`src/rtl/mouse_packet_decoder.sv`:
```
// PS/2 mouse packet decoder: assembles 3-byte stream-mode packets, validates framing,
// and integrates the signed deltas into clamped absolute cursor coordinates.
module mouse_packet_decoder #(
  parameter int unsigned X_MAX         = 159,
  parameter int unsigned Y_MAX         = 119,
  parameter int unsigned RESYNC_CYCLES = 2_000_000
) (
  input  logic       CLK,
  input  logic       RESET,
  input  logic       ENABLE,
  input  logic [7:0] BYTE_READ,
  input  logic [1:0] BYTE_ERROR_CODE,
  input  logic       BYTE_READY,
  output logic       READ_ENABLE,
  output logic [7:0] MOUSE_X,
  output logic [7:0] MOUSE_Y,
  output logic [7:0] MOUSE_STATUS,
  output logic       PACKET_VALID,
  output logic       PACKET_ERROR
);

  localparam int unsigned CW = (RESYNC_CYCLES > 1) ? $clog2(RESYNC_CYCLES) : 1;
  localparam logic [CW-1:0] TMO = CW'(RESYNC_CYCLES - 1);
  localparam logic [7:0] X_RST = 8'(X_MAX / 2);
  localparam logic [7:0] Y_RST = 8'(Y_MAX / 2);
  localparam logic signed [9:0] X_LIM = 10'(X_MAX);
  localparam logic signed [9:0] Y_LIM = 10'(Y_MAX);

  typedef enum logic [1:0] {WAIT_B0, WAIT_B1, WAIT_B2, UPDATE} state_t;

  state_t state, next_state;

  logic [7:0]    status_buf, dx_buf, dy_buf;
  logic [CW-1:0] cnt, cnt_d;
  logic          take, good, timeout;
  logic          lat_status, lat_dx, lat_dy, do_update, valid_d, err_d;
  logic [8:0]    dx9, dy9;
  logic signed [9:0] x_sum, y_sum;

  function automatic logic [7:0] clamp(input logic signed [9:0] v,
                                       input logic signed [9:0] lim);
    if (v < 0)
      return '0;
    else if (v > lim)
      return lim[7:0];
    else
      return v[7:0];
  endfunction

  always_ff @(posedge CLK) begin
    if (RESET)
      state <= WAIT_B0;
    else
      state <= next_state;
  end

  always_comb begin
    next_state = state;
    if (!ENABLE) begin
      next_state = WAIT_B0;
    end else begin
      case (state)
        WAIT_B0: if (lat_status) next_state = WAIT_B1;
        WAIT_B1: begin
          if (lat_dx)     next_state = WAIT_B2;
          else if (err_d) next_state = WAIT_B0;
        end
        WAIT_B2: begin
          if (lat_dy)     next_state = UPDATE;
          else if (err_d) next_state = WAIT_B0;
        end
        default: next_state = WAIT_B0;
      endcase
    end
  end

  always_comb begin
    take       = ENABLE && BYTE_READY && (state != UPDATE);
    good       = (BYTE_ERROR_CODE == 2'b00);
    timeout    = (cnt == TMO);
    lat_status = 1'b0;
    lat_dx     = 1'b0;
    lat_dy     = 1'b0;
    do_update  = 1'b0;
    valid_d    = 1'b0;
    err_d      = 1'b0;
    if (ENABLE) begin
      case (state)
        WAIT_B0: if (take) begin
          if (good && BYTE_READ[3]) lat_status = 1'b1;
          else                      err_d      = 1'b1;
        end
        WAIT_B1: begin
          if (take) begin
            lat_dx = good;
            err_d  = !good;
          end else if (timeout) begin
            err_d = 1'b1;
          end
        end
        WAIT_B2: begin
          if (take) begin
            lat_dy = good;
            err_d  = !good;
          end else if (timeout) begin
            err_d = 1'b1;
          end
        end
        default: begin
          do_update = 1'b1;
          valid_d   = 1'b1;
        end
      endcase
    end
    // Idle counter only runs while a packet is partially assembled
    if (ENABLE && (state == WAIT_B1 || state == WAIT_B2) && !take && !timeout)
      cnt_d = cnt + 1'b1;
    else
      cnt_d = '0;
  end

  // Overflow forces the delta to its extreme in the direction of the sign bit
  always_comb begin
    dx9   = status_buf[6] ? (status_buf[4] ? 9'h100 : 9'h0FF) : {status_buf[4], dx_buf};
    dy9   = status_buf[7] ? (status_buf[5] ? 9'h100 : 9'h0FF) : {status_buf[5], dy_buf};
    x_sum = $signed({2'b00, MOUSE_X}) + $signed({dx9[8], dx9});
    y_sum = $signed({2'b00, MOUSE_Y}) - $signed({dy9[8], dy9});
  end

  always_ff @(posedge CLK) begin
    if (RESET) begin
      READ_ENABLE  <= 1'b0;
      MOUSE_X      <= X_RST;
      MOUSE_Y      <= Y_RST;
      MOUSE_STATUS <= '0;
      PACKET_VALID <= 1'b0;
      PACKET_ERROR <= 1'b0;
      status_buf   <= '0;
      dx_buf       <= '0;
      dy_buf       <= '0;
      cnt          <= '0;
    end else begin
      READ_ENABLE  <= ENABLE;
      PACKET_VALID <= valid_d;
      PACKET_ERROR <= err_d;
      cnt          <= cnt_d;
      if (lat_status) status_buf <= BYTE_READ;
      if (lat_dx)     dx_buf     <= BYTE_READ;
      if (lat_dy)     dy_buf     <= BYTE_READ;
      if (do_update) begin
        MOUSE_X      <= clamp(x_sum, X_LIM);
        MOUSE_Y      <= clamp(y_sum, Y_LIM);
        MOUSE_STATUS <= status_buf;
      end
    end
  end

endmodule

```
`config.mk`:
```
export PLATFORM = sky130hd
export DESIGN_NAME = mouse_packet_decoder
export DESIGN_NICKNAME = d
export VERILOG_FILES = /design/src/rtl/mouse_packet_decoder.sv
export SDC_FILE = /design/constraint.sdc
export NUM_CORES = 1
export LEC_CHECK = 0
export ABC_CLOCK_PERIOD_IN_PS = 3340
export BUFFER_PORTS_ARGS = -buffer_cell sky130_fd_sc_hd__buf_2
export CAP_MARGIN = 20
export CORE_MARGIN = 2
export CORE_UTILIZATION = 40
export DETAILED_ROUTE_END_ITERATION = 10
export PLACE_DENSITY_LB_ADDON = 0.25
export SKIP_LAST_GASP = 1
export SLEW_MARGIN = 20
export SYNTH_ARGS = -nofsm -noshare
export SYNTH_HDL_FRONTEND = slang
export SYNTH_SLANG_ARGS = --single-unit
```
`constraint.sdc`:
```
create_clock -name CLK -period 3.34 [get_ports CLK]
set_input_delay 0.167 -clock CLK [delete_from_list [all_inputs] [get_ports CLK]]
set_output_delay 0.167 -clock CLK [all_outputs]
set_load 0.005 [all_outputs]
```
==> run metrics, run 1 <==
CP peak stage delay about 0.45 ns; Final nets roughly 550; Worst Skew 0.0101 ns; Seq/Total Area, Yosys 0.381; grt ovf 0; CTS tree built; starting density of the core 0.417; Starting DRT DRC Count 202; Final Slew Violations 0; GRT Total Usage 0.177; Peak supply drop 0.309 mV; initial antenna violation count 0; Pre-Repair DR Iteration Count 5; Gates resized, CTS repair 0; DRT antenna net count 0; Hold Crit Class in -> reg; Multi-input gate area ~2300 sq um; Max-cap violations 0; CP Capture Type register; fmax about 0.34 GHz; final hold viol count 0; largest family of logic cells by synthesized area simple AND/OR/NAND/NOR gates; CP delay by family, top simple AND/OR/NAND/NOR gates; FP Rows 35; FF+latch count, synth 74; port buffer count 40; vias in the first global route 3141; Pwr per Cell Area 390 nW/um^2; post-synthesis cell count about 480; Post-synth EDFFs 0; Slew @ Worst Pin between 0.8 and 0.9 ns; outcome complete, no violations; WP data required approximately 3.6 ns; Worst slew margin 0.426; crit path time final roughly 3.0 ns; Setup Viol. Count Final 0; R2R cell count 12; Ys Warns 0; final instance area roughly 4400 sq um; via count approximately 3400; Chip Height 103 um; gpl congestion around 0.9; Worst-path clk slew 0.09 ns; clock sinks 74; RR Endpoint MOUSE_X[5]; Placed Area around 4200 sq um; Fin Setup TNS 0 ns; worst-path cell chain nand2_1 > o21a_1 > ha_1 > inv_1 > fa_1 > nor2b_4 > o31a_1 > or4_4 > a31oi_4 > xnor2_2 > nand3b_4 > o31ai_2; WL final a little over 9000 um; H-tree Lvls 3; Synth-to-Final Area Change 14.2%; slowest CP cell dfxtp_1; CP arrival 3.24 ns; n_diodes 0; unrepaired setup endpoints after global routing no; clock buffer count from CTS 9; Reg2Reg Setup Slack between 0.3 and 0.4 ns; WL/cell 14.0 um; CP Buf/Inv Count 1; WS Path Type reg -> reg; Synth Net Count 516; Hold Path Stages 2; Clock Path Buffers 2; Reg area between 1000 and 1500 sq um; hpwl dp around 6700 um; Worst Hold Path EP READ_ENABLE; CP Launch Type register; final core occ 0.476; I/O pins 41; post-CTS setup buffer count 0; Cell Area, Synth about 3900 sq um; xor-xnor portion of the synthesized cell area 0.0673; cts hold-fix bufs 0; Root Buffer clkbuf_8; Synth Area in Adders 0.0844; unique cell type count in the Yosys netlist 52; Synth Area in Simple Gates 0.235; dominant synthesized flop cell dfxtp_1; Lkg Pwr 1.69 nW; die area around 11000 sq um; post-synthesis compound-gate area fraction 0.190; min-delay src RESET; largest net degree at the start of global routing 47; fillers 953; Tot Pwr 0.00173 W; Die W between 100 and 150 um; drc violations 0; mux contribution to synthesized area 0.00515; Async S/R FF share, synth 0; fin crit share 0.891; worst skew pair latency approximately 0.34 ns; share of layout cells above drive strength 1 0.129; core box area between 9000 and 10000 sq um; worst r2r src status_buf[4]; worst-path maximum fanout 7; first-pass GRT wire length between 10000 and 15000 um; post-synthesis average cell area about 8.1 sq um; routed vias/inst between 5 and 6
stage by stage:
stage	hold slack, ns	setup slack (ns)	std cells
floorplan	0.287	0.623	477
global placement	0.429	0.462	633
detailed placement	0.424	0.365	633
CTS	0.0575	0.357	649
global route	0.0785	0.128	649
finish	0.0720	0.364	649
sequential cells by signal (all words and copies together) (netlist names):
signal,flops
MOUSE_Y,8
state,2
dy_buf,8
READ_ENABLE,1
cnt,21
PACKET_ERROR,1
MOUSE_X,8
PACKET_VALID,1
status_buf,8
dx_buf,8
MOUSE_STATUS,8
routing by layer:
metal / vias to the layer above / wire, um / GRT usage
li1: 1731 / - / -
met5: - / 0 / 0
met2: 83 / 4250 / 0.293
met1: 1579 / 4280 / 0.234
met4: 0 / 122 / 0.0667
met3: 12 / 434 / 0.0278
power by group:
part / leakage [nW] / internal (W) / switching [W]
Sequential: 0.597 / 0.000884 / 0.00000184
Clock: 0.107 / 0.000424 / 0.000354
Combinational: 0.990 / 0.0000239 / 0.0000434
Total: 1.69 / 0.00133 / 0.000400
cells by family (layout without fill, tap and decap cells):
| group | Yosys count | after routing |
|---|---|---|
| compound gates | 118 | 118 |
| xor+xnor | 29 | 29 |
| fa+ha+maj | 25 | 25 |
| buf+inv | 38 | 81 |
| flops | 74 | 74 |
| mux | 2 | 2 |
| simple gates | 191 | 191 |
area by class of cell:
cell class,count,area share
multi-input combinational,365,0.510
timing repair buffer,45,0.0536
tap,129,0.0364
clock inverter,6,0.0203
inverter,20,0.0169
sequential,74,0.334
clock buffer,10,0.0287
how the worst max path moves through the flow:
stage                        from         end  slack [ns]  depth (start not counted)
floorplan           status_buf[4]  MOUSE_X[5]        0.62                         12
global placement    status_buf[4]  MOUSE_X[4]        0.46                         12
detailed placement  status_buf[4]  MOUSE_X[4]        0.37                         12
CTS                 status_buf[4]  MOUSE_X[4]        0.36                         12
global route        status_buf[7]  MOUSE_Y[6]        0.13                         11
finish              status_buf[4]  MOUSE_X[5]        0.36                         12
placed cells by master (no fill, tap or decap), types with 7 or more instances in the layout:
cell and count:
o21a_1 12, nor3_1 7, nand3_1 25, dfxtp_1 74
o21ai_0 17, clkbuf_8 9, a21oi_1 49, buf_2 40
xor2_1 14, inv_1 20, nand2_1 77, nor2_1 40
xnor2_1 14, o31ai_1 7, ha_1 23
worst reg2reg max path, stage by stage, from the launching register on:
cell and delay, ns:
dfxtp_1 0.45, nand2_1 0.22, o21a_1 0.17, ha_1 0.21, inv_1 0.08, fa_1 0.25, nor2b_4 0.05, o31a_1 0.28
or4_4 0.44, a31oi_4 0.21, xnor2_2 0.15, nand3b_4 0.20, o31ai_2 0.22
cell usage after synthesis, types with 5 or more instances:
cell type | count | area share
a21oi_1 | 49 | 0.063
and4_1 | 5 | 0.011
clkbuf_1 | 16 | 0.015
dfxtp_1 | 74 | 0.38
ha_1 | 23 | 0.074
inv_1 | 20 | 0.019
nand2_1 | 77 | 0.074
nand3_1 | 25 | 0.032
nor2_1 | 40 | 0.039
nor2b_1 | 6 | 0.0097
nor3_1 | 8 | 0.010
o211ai_1 | 5 | 0.0097
o21a_1 | 12 | 0.023
o21ai_0 | 17 | 0.022
o21ai_1 | 6 | 0.0077
o31ai_1 | 7 | 0.014
xnor2_1 | 14 | 0.032
xor2_1 | 14 | 0.032
Note: power is estimated with default switching activity, not from simulation.
==> inputs of run 2 (changes only) <==
ABC_CLOCK_PERIOD_IN_PS = 3200   (was 3340)
CELL_PAD_IN_SITES_DETAIL_PLACEMENT = 0   (was default)
CELL_PAD_IN_SITES_GLOBAL_PLACEMENT = 1   (was default)
clock period = 3.2 ns   (was 3.34 ns; I/O delays follow)
==> run 2 against run 1 <==
Net effect: worst hold slack better by 0.012 ns; clock power up 4.0%; flip-flop and latch count unchanged; worst setup slack worse by 0.13 ns; count of clock-buffer cells in the layout up 1; sequential power up 4.4%; register-to-register slack worse by 0.13 ns; cell area up 0.54%; critical endpoint unchanged.
==> run metrics, run 2 (same netlist as run 1, synthesis figures left out) <==
final hold viol count 0 (unchanged); core box area 9330 sq um (unchanged); grt ovf 0 (unchanged); Clock Path Buffers 2 (unchanged); initial antenna violation count 0 (unchanged); n_diodes 0 (unchanged); cts hold-fix bufs 0 (unchanged); fillers 929 (was 953); Max-cap violations 0 (unchanged); most flop-heavy register cnt (unchanged); CP Launch Type register (unchanged); Fin Setup TNS 0 ns (unchanged); Hold Crit Class in -> reg (unchanged); hpwl dp 6830 um (was 6680 um); Starting DRT DRC Count 108 (was 202); Die W 103 um (unchanged); CP arrival 3.23 ns (was 3.24 ns); Root Buffer clkbuf_8 (unchanged); port buffer count 40 (unchanged); Hold WS 0.0844 ns (was 0.0720 ns); WS Path Type reg -> reg (unchanged); DRT antenna net count 0 (unchanged); clock buffer count from CTS 9 (unchanged); FP Rows 35 (unchanged); first-pass GRT wire length 15400 um (was 14600 um); worst-path maximum fanout 7 (unchanged); vias in the first global route 3289 (was 3141); Peak supply drop 0.378 mV (was 0.309 mV); Lkg Pwr 1.71 nW (was 1.69 nW); CTS tree built (unchanged); commonest cells after routing, fill and taps aside nand2_1, dfxtp_1, a21oi_1 (unchanged); worst skew pair latency 0.34 ns (about the same); drc violations 0 (unchanged); most common cell after layout, fill and taps aside nand2_1 (unchanged); fin crit share 0.926 (was 0.891); unrepaired setup endpoints after global routing no (unchanged); Slew @ Worst Pin 0.751 ns (was 0.858 ns); post-CTS setup buffer count 0 (unchanged); outcome complete, no violations (unchanged); Gates resized, CTS repair 0 (unchanged); Final Slew Violations 0 (unchanged); Chip Height 103 um (unchanged); Worst Skew 0.0128 ns (was 0.0101 ns); WP data required 3.46 ns (was 3.61 ns); Worst-path clk slew 0.08 ns (was 0.09 ns); via count 3379 (was 3405); Setup Viol. Count Final 0 (unchanged); Tot Pwr 0.00180 W (was 0.00173 W); crit path time final 2.96 ns (was 2.98 ns); WL final 9290 um (was 9090 um); I/O pins 41 (unchanged); routed vias/inst 5.18 (was 5.25); share of layout cells above drive strength 1 0.134 (was 0.129); Synth-to-Final Area Change 14.8% (was 14.2%); Pre-Repair DR Iteration Count 4 (was 5); GRT Total Usage 0.187 (was 0.177); H-tree Lvls 3 (unchanged); gpl congestion 0.786 (was 0.902); starting density of the core 0.417 (unchanged); WL/cell 14.3 um (was 14.0 um); CP Capture Type register (unchanged); Pwr per Cell Area 404 nW/um^2 (was 390 nW/um^2); Worst slew margin 0.499 (was 0.426); largest net degree at the start of global routing 47 (unchanged); Largest register FFs 21 (unchanged); Final nets 557 (was 554); die area 10500 sq um (unchanged); clock sinks 74 (unchanged); fmax 0.338 GHz (was 0.336 GHz)
## run 2: final timing paths
check                 from               to  slack (ns)  depth (start not counted)
max reg2reg  status_buf[6]       MOUSE_X[5]        0.24                         12
min                  RESET      READ_ENABLE        0.08                          2
max          status_buf[6]       MOUSE_X[5]        0.24                         12
min reg2reg  status_buf[2]  MOUSE_STATUS[2]        0.45                          2
## run 2: stage by stage
stage          setup WS [ns]   util  area [sq um]  cells
2_1_floorplan          0.483      -          3890    477
3_3_place_gp           0.305  0.455          4240    636
3_5_place_dp           0.232  0.455          4240    636
4_1_cts                0.234  0.478          4460    652
5_1_grt              0.00975  0.478          4460    652
6_report               0.238  0.478          4460    652
## run 2: area by class of cell
| type | instances | area [sq um] | share of cell area |
|---|---|---|---|
| clock inverter | 5 | 77.6 | 0.0174 |
| clock buffer | 11 | 141 | 0.0317 |
| inverter | 20 | 75.1 | 0.0168 |
| tap | 129 | 161 | 0.0362 |
| sequential | 74 | 1480 | 0.332 |
| multi-input combinational | 365 | 2270 | 0.508 |
| timing repair buffer | 48 | 260 | 0.0583 |
## run 2: power by group
part,internal (W),switching [W],leakage [nW]
registers,0.000922,0.00000174,0.597
clock network,0.000458,0.000350,0.109
logic,0.0000253,0.0000465,1.01
## run 2: critical path, stage by stage (launching register included)
cell	delay [ns]
dfxtp_1	0.44
nand2_1	0.20
o21a_1	0.17
ha_1	0.20
inv_1	0.07
fa_1	0.25
nor2b_4	0.05
o31a_1	0.28
or4_4	0.44
a31oi_4	0.21
xnor2_2	0.15
nand3b_4	0.19
o31ai_2	0.22
## run 2: metal layers
metal | wire length [um] | up-vias | track usage
met5 | 0 | - | 0
met1 | 4210 | 1574 | 0.224
li1 | - | 1753 | -
met2 | 4730 | 47 | 0.337
met4 | 69 | 0 | 0.0421
met3 | 278 | 5 | 0.0475
